--- config.mk ---
export PLATFORM = sky130hd
export DESIGN_NAME = display_de_sete_segmentos_decodificador
export DESIGN_NICKNAME = d
export VERILOG_FILES = /design/src/rtl/display_de_sete_segmentos_decodificador.sv
export SDC_FILE = /design/constraint.sdc
export NUM_CORES = 1
export LEC_CHECK = 0
export CORE_MARGIN = 5
export CORE_UTILIZATION = 35
export DETAILED_ROUTE_END_ITERATION = 12
export GPL_ROUTABILITY_DRIVEN = 0
export PLACE_DENSITY = 0.65
export SLEW_MARGIN = 20
export SYNTH_ARGS = -nofsm -noshare
export SYNTH_HDL_FRONTEND = slang
export SYNTH_SLANG_ARGS = --single-unit
--- constraint.sdc ---
create_clock -name clock -period 0.8 [get_ports clock]
set_input_delay 0.08 -clock clock [delete_from_list [all_inputs] [get_ports clock]]
set_output_delay 0.08 -clock clock [all_outputs]
set_load 0.01 [all_outputs]
--- src/rtl/display_de_sete_segmentos_decodificador.sv ---
// Two-digit 7-segment decoder for a 0..127 card sum: units and tens patterns,
// registered, with blanking of the leading zero and a dash for values >= 100.
module display_de_sete_segmentos_decodificador #(
  parameter bit SEG_ATIVO_BAIXO = 1'b1,
  parameter bit APAGAR_ZERO_ESQ = 1'b1
) (
  input  logic       clock,
  input  logic       resetar,
  input  logic [6:0] data,
  output logic [6:0] PrimeiroDigito,
  output logic [6:0] SegundoDigito
);

  // Active-low reference patterns, bit order g,f,e,d,c,b,a.
  localparam logic [6:0] PAT_BLANK = 7'b1111111;
  localparam logic [6:0] PAT_DASH  = 7'b0111111;

  function automatic logic [6:0] digit_pattern(input logic [6:0] digit);
    case (digit)
      7'd0:    digit_pattern = 7'b1000000;
      7'd1:    digit_pattern = 7'b1111001;
      7'd2:    digit_pattern = 7'b0100100;
      7'd3:    digit_pattern = 7'b0110000;
      7'd4:    digit_pattern = 7'b0011001;
      7'd5:    digit_pattern = 7'b0010010;
      7'd6:    digit_pattern = 7'b0000010;
      7'd7:    digit_pattern = 7'b1111000;
      7'd8:    digit_pattern = 7'b0000000;
      7'd9:    digit_pattern = 7'b0010000;
      default: digit_pattern = PAT_DASH;
    endcase
  endfunction

  function automatic logic [6:0] apply_polarity(input logic [6:0] pat);
    apply_polarity = SEG_ATIVO_BAIXO ? pat : ~pat;
  endfunction

  logic [6:0] units_p0;
  logic [6:0] tens_p0;

  // Stage p0: combinational binary-to-digit decode of the current input.
  // Unknown input bits match no range item and fall through to the dash.
  always_comb begin
    units_p0 = PAT_DASH;
    tens_p0  = PAT_DASH;
    case (data) inside
      [7'd0:7'd9]: begin
        units_p0 = digit_pattern(data);
        tens_p0  = APAGAR_ZERO_ESQ ? PAT_BLANK : digit_pattern(7'd0);
      end
      [7'd10:7'd99]: begin
        units_p0 = digit_pattern(data % 7'd10);
        tens_p0  = digit_pattern(data / 7'd10);
      end
      default: begin
        units_p0 = PAT_DASH;
        tens_p0  = PAT_DASH;
      end
    endcase
  end

  // Stage p1: output registers; reset forces the blank pattern at once.
  always_ff @(posedge clock or negedge resetar) begin
    if (!resetar) begin
      PrimeiroDigito <= apply_polarity(PAT_BLANK);
      SegundoDigito  <= apply_polarity(PAT_BLANK);
    end else begin
      PrimeiroDigito <= apply_polarity(units_p0);
      SegundoDigito  <= apply_polarity(tens_p0);
    end
  end

endmodule

==> results of run 1 <==
[synthesized netlist by cell type (2+ instances only)]
master / instances
sky130_fd_sc_hd__a32oi_1: 3
sky130_fd_sc_hd__nand2b_1: 5
sky130_fd_sc_hd__nor2_1: 15
sky130_fd_sc_hd__mux2i_1: 6
sky130_fd_sc_hd__o21a_1: 4
sky130_fd_sc_hd__a21oi_1: 18
sky130_fd_sc_hd__ha_1: 17
sky130_fd_sc_hd__inv_1: 12
sky130_fd_sc_hd__nand3_1: 7
sky130_fd_sc_hd__dfstp_2: 14
sky130_fd_sc_hd__and2_1: 5
sky130_fd_sc_hd__a31oi_1: 4
sky130_fd_sc_hd__a211oi_1: 5
sky130_fd_sc_hd__xnor2_1: 4
sky130_fd_sc_hd__a22oi_1: 2
sky130_fd_sc_hd__nor2b_1: 3
sky130_fd_sc_hd__buf_6: 4
sky130_fd_sc_hd__o211ai_1: 4
sky130_fd_sc_hd__buf_2: 6
sky130_fd_sc_hd__a31o_1: 2
sky130_fd_sc_hd__o22a_1: 2
sky130_fd_sc_hd__nor3_1: 5
sky130_fd_sc_hd__nor4_1: 2
sky130_fd_sc_hd__nand2_1: 14
sky130_fd_sc_hd__nand3b_1: 2
sky130_fd_sc_hd__buf_4: 2
sky130_fd_sc_hd__o21ai_1: 3
sky130_fd_sc_hd__o21ai_0: 11
sky130_fd_sc_hd__a21o_1: 5
sky130_fd_sc_hd__o32ai_1: 2
sky130_fd_sc_hd__o31ai_1: 2
sky130_fd_sc_hd__clkbuf_1: 2
sky130_fd_sc_hd__o22ai_1: 5
sky130_fd_sc_hd__buf_1: 2
sky130_fd_sc_hd__a21boi_0: 3
[stage by stage]
stage / setup TNS [ns] / power [W] / hold slack (ns) / cell area, um2
2_1_floorplan: -26.33 / 0.00236 / -0.0678 / 2010
3_3_place_gp: -38.26 / 0.00339 / 0.601 / 2820
3_5_place_dp: -38.96 / 0.00341 / 0.602 / 2820
4_1_cts: -26.61 / 0.00421 / 0.352 / 3050
5_1_grt: -28.88 / 0.00480 / 0.368 / 3260
6_report: -26.78 / 0.00452 / 0.350 / 3260
[how the worst max path moves through the flow]
stage	slack, ns	endpoint	depth (start not counted)
3_5_place_dp	-2.64	PrimeiroDigito[0]$_DFF_PN1_	16
2_1_floorplan	-2.10	PrimeiroDigito[3]$_DFF_PN1_	19
3_3_place_gp	-2.57	PrimeiroDigito[3]$_DFF_PN1_	16
5_1_grt	-2.04	PrimeiroDigito[3]$_DFF_PN1_	18
6_report	-1.93	PrimeiroDigito[3]$_DFF_PN1_	17
4_1_cts	-1.88	PrimeiroDigito[3]$_DFF_PN1_	18
[kinds of logic after synthesis]
family,share of synthesized area (%)
simple gates,21.1
fa+ha+maj,11.2
mux,3.16
compound gates,34.6
xor+xnor,2.70
buf+inv,7.90
flops,19.4
[repair_timing]
item	in CTS	in global routing
cloned	0	0
gates resized for setup	109	29
pin swaps	18	25
buffers inserted	9	8
endpoints found under the setup margin	28	28
[metal layers]
metal / vias to the layer above / wire, um / GRT usage [%]
met5: - / 0 / 0
met4: 0 / 104 / 4.82
met3: 14 / 363 / 1.18
met2: 90 / 3180 / 30.5
met1: 1021 / 2460 / 20.0
li1: 1083 / - / -
[state kept, by name, summed over array words and instances (netlist names)]
register,flops
PrimeiroDigito,7
SegundoDigito,7
[area by class of cell]
type | instances | share of cell area, %
Tap cell | 70 | 2.68
Timing Repair Buffer | 119 | 31.5
Multi-Input combinational cell | 189 | 51.6
Sequential cell | 14 | 11.3
Inverter | 12 | 1.65
Clock buffer | 3 | 1.26
[layout by cell type (no fill, tap or decap), types with 3 or more instances in the layout]
| master | instances |
|---|---|
| sky130_fd_sc_hd__buf_4 | 87 |
| sky130_fd_sc_hd__buf_6 | 21 |
| sky130_fd_sc_hd__nor2_1 | 15 |
| sky130_fd_sc_hd__dfstp_2 | 14 |
| sky130_fd_sc_hd__nand2_1 | 14 |
| sky130_fd_sc_hd__a21oi_1 | 13 |
| sky130_fd_sc_hd__ha_1 | 9 |
| sky130_fd_sc_hd__o21ai_0 | 7 |
| sky130_fd_sc_hd__ha_4 | 7 |
| sky130_fd_sc_hd__inv_1 | 6 |
| sky130_fd_sc_hd__nand3_1 | 6 |
| sky130_fd_sc_hd__mux2i_1 | 6 |
| sky130_fd_sc_hd__a21o_1 | 5 |
| sky130_fd_sc_hd__a21oi_2 | 5 |
| sky130_fd_sc_hd__nor3_1 | 5 |
| sky130_fd_sc_hd__o21ai_1 | 5 |
| sky130_fd_sc_hd__and2_1 | 4 |
| sky130_fd_sc_hd__nand2b_1 | 4 |
| sky130_fd_sc_hd__o211ai_1 | 4 |
| sky130_fd_sc_hd__o22ai_1 | 4 |
| sky130_fd_sc_hd__inv_2 | 4 |
| sky130_fd_sc_hd__o21a_1 | 4 |
| sky130_fd_sc_hd__a31oi_1 | 4 |
| sky130_fd_sc_hd__clkdlybuf4s50_1 | 4 |
| sky130_fd_sc_hd__nor2b_1 | 3 |
| sky130_fd_sc_hd__clkbuf_8 | 3 |
| sky130_fd_sc_hd__buf_8 | 3 |
[power by group]
group | leakage, nW | total, W | switching, W | internal (W)
registers | 0.147 | 0.00102 | 0.0000629 | 0.000961
logic | 1.23 | 0.00297 | 0.00137 | 0.00159
clock network | 0.0216 | 0.000529 | 0.000199 | 0.000330
==> results.txt, run 1 <==
* Crit path setup slack, layout: -1.93 ns
* Total Nets Final: 365
* Final routed wire length divided by cell count: 15.0 um
- RSZ-0062 raised after global routing: true
* Maximum vdd ir drop: 0.000895 V
- Areal power density over the cells: 1380 nW/um2
* Max Clock Freq: approximately 0.37 GHz
- Measured along the y axis, the die boundary spans between 80 and 90 um.
* Core Footprint: 5200 um2
* Via total after detailed routing: 2208
- Number of enable-type register cells in the synthesized netlist: 0
* Clock slew at the register clock pins of the worst setup and hold paths: about 0.05 ns
- For the worst setup path, the data required time is between 0.9 and 1 ns.
* Mapped Cells: 231
- Max Fanout on Critical Path: 5
- Number of fill cells in the layout: slightly above 400
- After legalization and detailed placement, the total HPWL measured ~4600 um.
- The number of placed instances, taps included, is between 300 and 400.
- The flow ran to the end, but the final reports show violations.
* Arrival time worst endpoint: 2.89 ns
* Clock sink count: 14
- TritonCTS built the clock tree.
- The final reports fail on setup timing.
* Transition time at the pin with the least slew margin: between 0.3 and 0.4 ns
- The synthesized design contains 14 register bits.
- The first global-routing pass estimated a little under 10000 um of wire.
- Final worst-path cycle share: 341%
- After clock tree synthesis, the flow added hold-fix buffers numbering 0.
- Counting distinct cell types in the post-synthesis netlist gives 64.
* Cells traversed along the worst timing path: buf_8 > buf_8 > ha_4 > o21ai_4 > buf_6 > buf_12 > o41ai_4 > o21ai_2 > nand3_2 > inv_2 > ha_4 > inv_2 > a41o_1 > a2111oi_4 > a211oi_4 > or4_4 > o22a_1
- In this run the worst hold path is classified as input port to asynchronous set/reset pin.
- The die is 83.7 um wide.
- The total overflow left after global routing is 0.
* Gr usage total: 16.4%
- For this block, the routed nets add up to about 6000 um of wire.
- Post-synthesis instance area: between 1500 and 2000 um2
* Placement-stage worst setup slack: -2.64 ns
- Std-Cell Rows: 26
* Final critical path time including I/O delays and setup: 2.73 ns
* Initial drt markers: 171
* Inserted Clock Buffers: 3
- Cells fill roughly 63% of the core in the end.
* Top cells by area, synth: sky130_fd_sc_hd__dfstp_2, sky130_fd_sc_hd__ha_1, sky130_fd_sc_hd__a21oi_1
- Register cell area after layout: around 370 um2
* # IOs: 23
- Count of nets left with antenna violations after detail routing: 0
* Kind of critical path: input port to flop
- Average instance area after synthesis: 8.23 um2
- Type of element launching the critical path: input port
- Static power due to leakage: 1.40 nW
- Max-cap violations: 0
- The number of global-route vias before repair was 2091.
- After synthesis, the share of flip-flops with an asynchronous set or reset is 100%.
- Syn_nets: approximately 260
- Yosys printed 0 warnings.
* Worst path buffer plus inverter count: 6
* Antenna diode instance count: 0
- The synthesized design devotes to its leading area cell type 19.4% of total area.
- The most used flip-flop cell after synthesis is sky130_fd_sc_hd__dfstp_2.
- In this design, the largest share of critical-path delay is due to compound AO/OA/AOI/OAI gates.
- The share of the Yosys chip area taken by registers is between 10% and 20%.
- In the routed layout, each cell is associated on average with a via count of 5.43.
- CTS built an H-tree with a depth of 1.
- Remaining design rule violation count: 0
- The number of pins exceeding their max-slew limit in the final report came to 0.
* Input/output buffers: 22
- Largest net degree at the start of global routing: 23
* Final non-filler cell total: 407
- The synthesized design spends more area on one cell type than any other, namely sky130_fd_sc_hd__dfstp_2.
- Area used by multi-input combinational logic: 1690 um2
- Number of buffers on the longest clock path: 2
- Area growth from synthesis to layout: 71.8%
- The floorplan step defined a die boundary enclosing 7000 um2.
* Critical-path top delay cell: sky130_fd_sc_hd__a2111oi_4
- Number of search-and-repair iterations in the first detailed-routing pass: 4
- Starting Density: 36.5%
- Critical Path End Type: flop
* Final hold viol count: 0
* Final count of negative-setup-slack endpoints: 28
* Antenna violations before repair: 0
- Max-slew headroom: 73.7%
- Crit-path max cell delay: 0.45 ns
- Tracing the worst setup path back leads to its startpoint at data[4].
- Layout cell share with drive strength beyond 1: 54.0%
- Clock tree root driver cell: sky130_fd_sc_hd__clkbuf_8
Note: power is estimated with default switching activity, not from simulation.
==> run 2, diff against run 1 <==
--- a/config.mk
+++ b/config.mk
@@ -5,11 +5,13 @@
 export SDC_FILE = /design/constraint.sdc
 export NUM_CORES = 1
 export LEC_CHECK = 0
+export CELL_PAD_IN_SITES_DETAIL_PLACEMENT = 1
+export CELL_PAD_IN_SITES_GLOBAL_PLACEMENT = 1
 export CORE_MARGIN = 5
 export CORE_UTILIZATION = 35
 export DETAILED_ROUTE_END_ITERATION = 12
 export GPL_ROUTABILITY_DRIVEN = 0
-export PLACE_DENSITY = 0.65
+export PLACE_DENSITY = 0.8
 export SLEW_MARGIN = 20
 export SYNTH_ARGS = -nofsm -noshare
 export SYNTH_HDL_FRONTEND = slang
==> run 2 against run 1 <==
- the flow still finishes with violations (setup timing)
- first-iteration DRC count is 4.7% higher
- clock power increased by 8.5%
- via count grew 24%
- sequential cell count unchanged
- power is 18% higher
- sequential power up 5%
- sequential share of layout area decreased by 0.39 points
- critical path depth is 1 lower
- die area did not move
- final cell count is 2.9% higher
- cell area grew 3.6%
- worst setup slack got worse by 0.46 ns
==> results.txt, run 2 (same netlist as run 1, synthesis figures left out) <==
- Initial drt markers: 179 (+4.7%)
- The initial antenna violation count was 0 (unchanged).
* Maximum vdd ir drop: 0.000841 V (-6.1%)
- Vias in the first global route: 2899 (+39%)
- The maximum cell stage delay along the critical path came to 0.55 ns (+0.10 ns).
- The smallest hold slack came to 0.417 ns (+0.0669 ns).
* Clock tree from TritonCTS: done
* Crit path required time: 0.97 ns (about the same)
- Critical Path End Type: flop
- Core Footprint: 5200 um2 (unchanged)
- Final count of negative-setup-slack endpoints: 28 (unchanged)
* Number of search-and-repair iterations in the first detailed-routing pass: 5 (+1)
- The total number of placement rows is 26 (unchanged).
- Clock slew at the register clock pins of the worst setup and hold paths: 0.06 ns (about the same)
- The multi-input logic area is 1720 um2 (+2.2%).
- Type of element launching the critical path: input port
* Critical-path top delay cell: sky130_fd_sc_hd__or4_4
* Violated checks: setup timing
- The fraction of layout instances using a drive strength above 1 came to 58.7% (+4.7 points).
* Full die area: 7000 um2 (unchanged)
* Switching share of total power: 42.5% (+6.3 points)
- Post-cts hold buffer count: 0 (unchanged)
* H-tree levels: 1 (unchanged)
- The number of I/O port buffers came to 22 (unchanged).
- In the layout the commonest cells are sky130_fd_sc_hd__buf_4, sky130_fd_sc_hd__buf_6, sky130_fd_sc_hd__dfstp_2, sky130_fd_sc_hd__a21oi_1, sky130_fd_sc_hd__nor2_1.
- Setup repair after global routing could not meet its margin everywhere.
* Worst path buffer plus inverter count: 5 (-1)
- The net count reported at finish was 377 (+3.3%).
- Reg power frac: 20.0% (-2.7 points)
* Starting Density: 36.5% (unchanged)
* Part of the power in combinational logic: 69.2% (+3.6 points)
- Leaving out fill and tap cells, the most frequent cell in the layout is sky130_fd_sc_hd__buf_4.
- Clock sink count: 14 (unchanged)
- Cells traversed along the worst timing path: buf_2 > inv_6 > ha_4 > buf_6 > a21o_1 > o22ai_2 > o211ai_1 > nand3_2 > inv_2 > ha_4 > inv_2 > a41o_1 > a2111oi_4 > a211oi_2 > or4_4 > o22a_1
* Register cell area after layout: 368 um2 (unchanged)
- Max Fanout on Critical Path: 4 (-1)
* Number of fill cells in the layout: 569 (+39%)
* Number of buffers on the longest clock path: 2 (unchanged)
- Switching power summed over all nets: 0.00227 W (+38%)
- Areal power density over the cells: 1580 nW/um2 (+14%)
- The final-layout setup total negative slack was -33.97 ns (-7.19 ns).
- Share of power burned in the clock network: 10.8% (-0.9 points)
- Final critical path time including I/O delays and setup: 3.19 ns (+0.460 ns)
* Outcome: complete, but fails checks
- The tree is rooted in a sky130_fd_sc_hd__clkbuf_8.
* Transition time at the pin with the least slew margin: 0.477 ns (+0.0835 ns)
* Final routed wire length divided by cell count: 29.7 um (+98%)
* Cell family with most CP delay: compound AO/OA/AOI/OAI gates
* Antenna diode instance count: 0 (unchanged)
* HPWL reported at the end of detailed placement: 6490 um (+42%)
- Height of the die: 83.7 um (unchanged)
- The area growth from synthesis to layout is 77.9%.
- Largest registers ranked by flip-flop count: PrimeiroDigito: 7 flops, SegundoDigito: 7 flops
- Sum of routed wire length over all layers: 12400 um (+100%)
- The part of the cycle the worst path needs came to 399% (+58 points).
* Crit path setup slack, layout: -2.39 ns (-0.460 ns)
- The global route total overflow was 0 (unchanged).
- The ratio of routed vias to standard cells was 6.56 (+21%).
* Max Clock Freq: 0.314 GHz (-14%)
* Static power due to leakage: 1.44 nW (+3.4%)
* Inserted Clock Buffers: 3 (unchanged)
- The number of pins exceeding their max-slew limit in the final report was 0 (unchanged).
- The internal power component is 0.00307 W (+6.5%).
* Gr usage total: 31.0% (+15 points)
- Via total after detailed routing: 2747 (+24%)
- Hold/Removal Path Class: input port to asynchronous set/reset pin
- Final hold viol count: 0 (unchanged)
* # IOs: 23 (unchanged)
- The number of design rule violations left after detail routing came to 0 (unchanged).
- The critical path in this run is classified as input port to flop.
- Count of nets left with antenna violations after detail routing: 0 (unchanged)
- The critical path arrival is 3.36 ns (+0.47 ns).
- Global-route wire length before repair: 16900 um (+75%)
- The worst relative slew slack is 68.1% (-5.5 points).
- The max capacitance violation total was 0 (unchanged).
* Largest net degree at the start of global routing: 18 (-22%)
- DIE WIDTH: 83.7 um (unchanged)
-- run 2: changes by cell type in the layout (fill, tap and decap cells not counted), sizes merged --
cell / change
dlygate4sd2: -1
inv: +1
clkinv: -1
clkdlybuf4s50: +1
buf: +12
-- run 2: final timing paths --
check                      startpoint                           to  cells past startpoint
max                           data[5]  PrimeiroDigito[0]$_DFF_PN1_                     16
min                           resetar   SegundoDigito[2]$_DFF_PN1_                      2
max in group asynchronous     resetar   SegundoDigito[6]$_DFF_PN1_                      2
min in group clock            data[6]   SegundoDigito[2]$_DFF_PN1_                      6
-- run 2: layout make-up --
type                    instances  area share, %
inverters                      12           1.74
multi-input cells             189           51.0
clock buffers                   3           1.22
flip-flops and latches         14           10.9
well taps                      70           2.59
repair buffers                131           32.6
-- run 2: power by group through the flow --
stage / registers (W) / logic, W / clock network (W)
6_report: 0.00107 / 0.00369 / 0.000574
5_1_grt: 0.00107 / 0.00380 / 0.000613
4_1_cts: 0.00104 / 0.00297 / 0.000543
3_5_place_dp: 0.00102 / 0.00265 / 0
3_3_place_gp: 0.00100 / 0.00249 / 0
2_1_floorplan: 0.00109 / 0.00126 / 0
-- run 2: routing by layer --
metal	track usage (%)	routed length (um)	part of all wire [%]
met1	33.5	4590	37
met2	54.8	6010	48
met3	5.53	898	7.2
met4	20.2	948	7.6
met5	0	0	0
-- run 2: what timing repair did --
action                     in CTS  in global routing
setup endpoints to repair      28                 28
gates cloned                    0                  0
gates resized for setup       116                 31
buffers inserted               10                  8
pin swaps                      26                 20
-- run 2: metrics by stage --
step	setup slack, ns	std cells	instance area, um2	utilization, %	power [W]
after floorplan	-2.10	231	2010	-	0.00236
after global placement	-2.64	400	2920	56.1	0.00349
after detailed placement	-2.87	400	2920	56.1	0.00367
after CTS	-2.05	412	3200	61.4	0.00456
after global routing	-2.39	419	3380	65.0	0.00548
final	-2.39	419	3380	65.0	0.00534
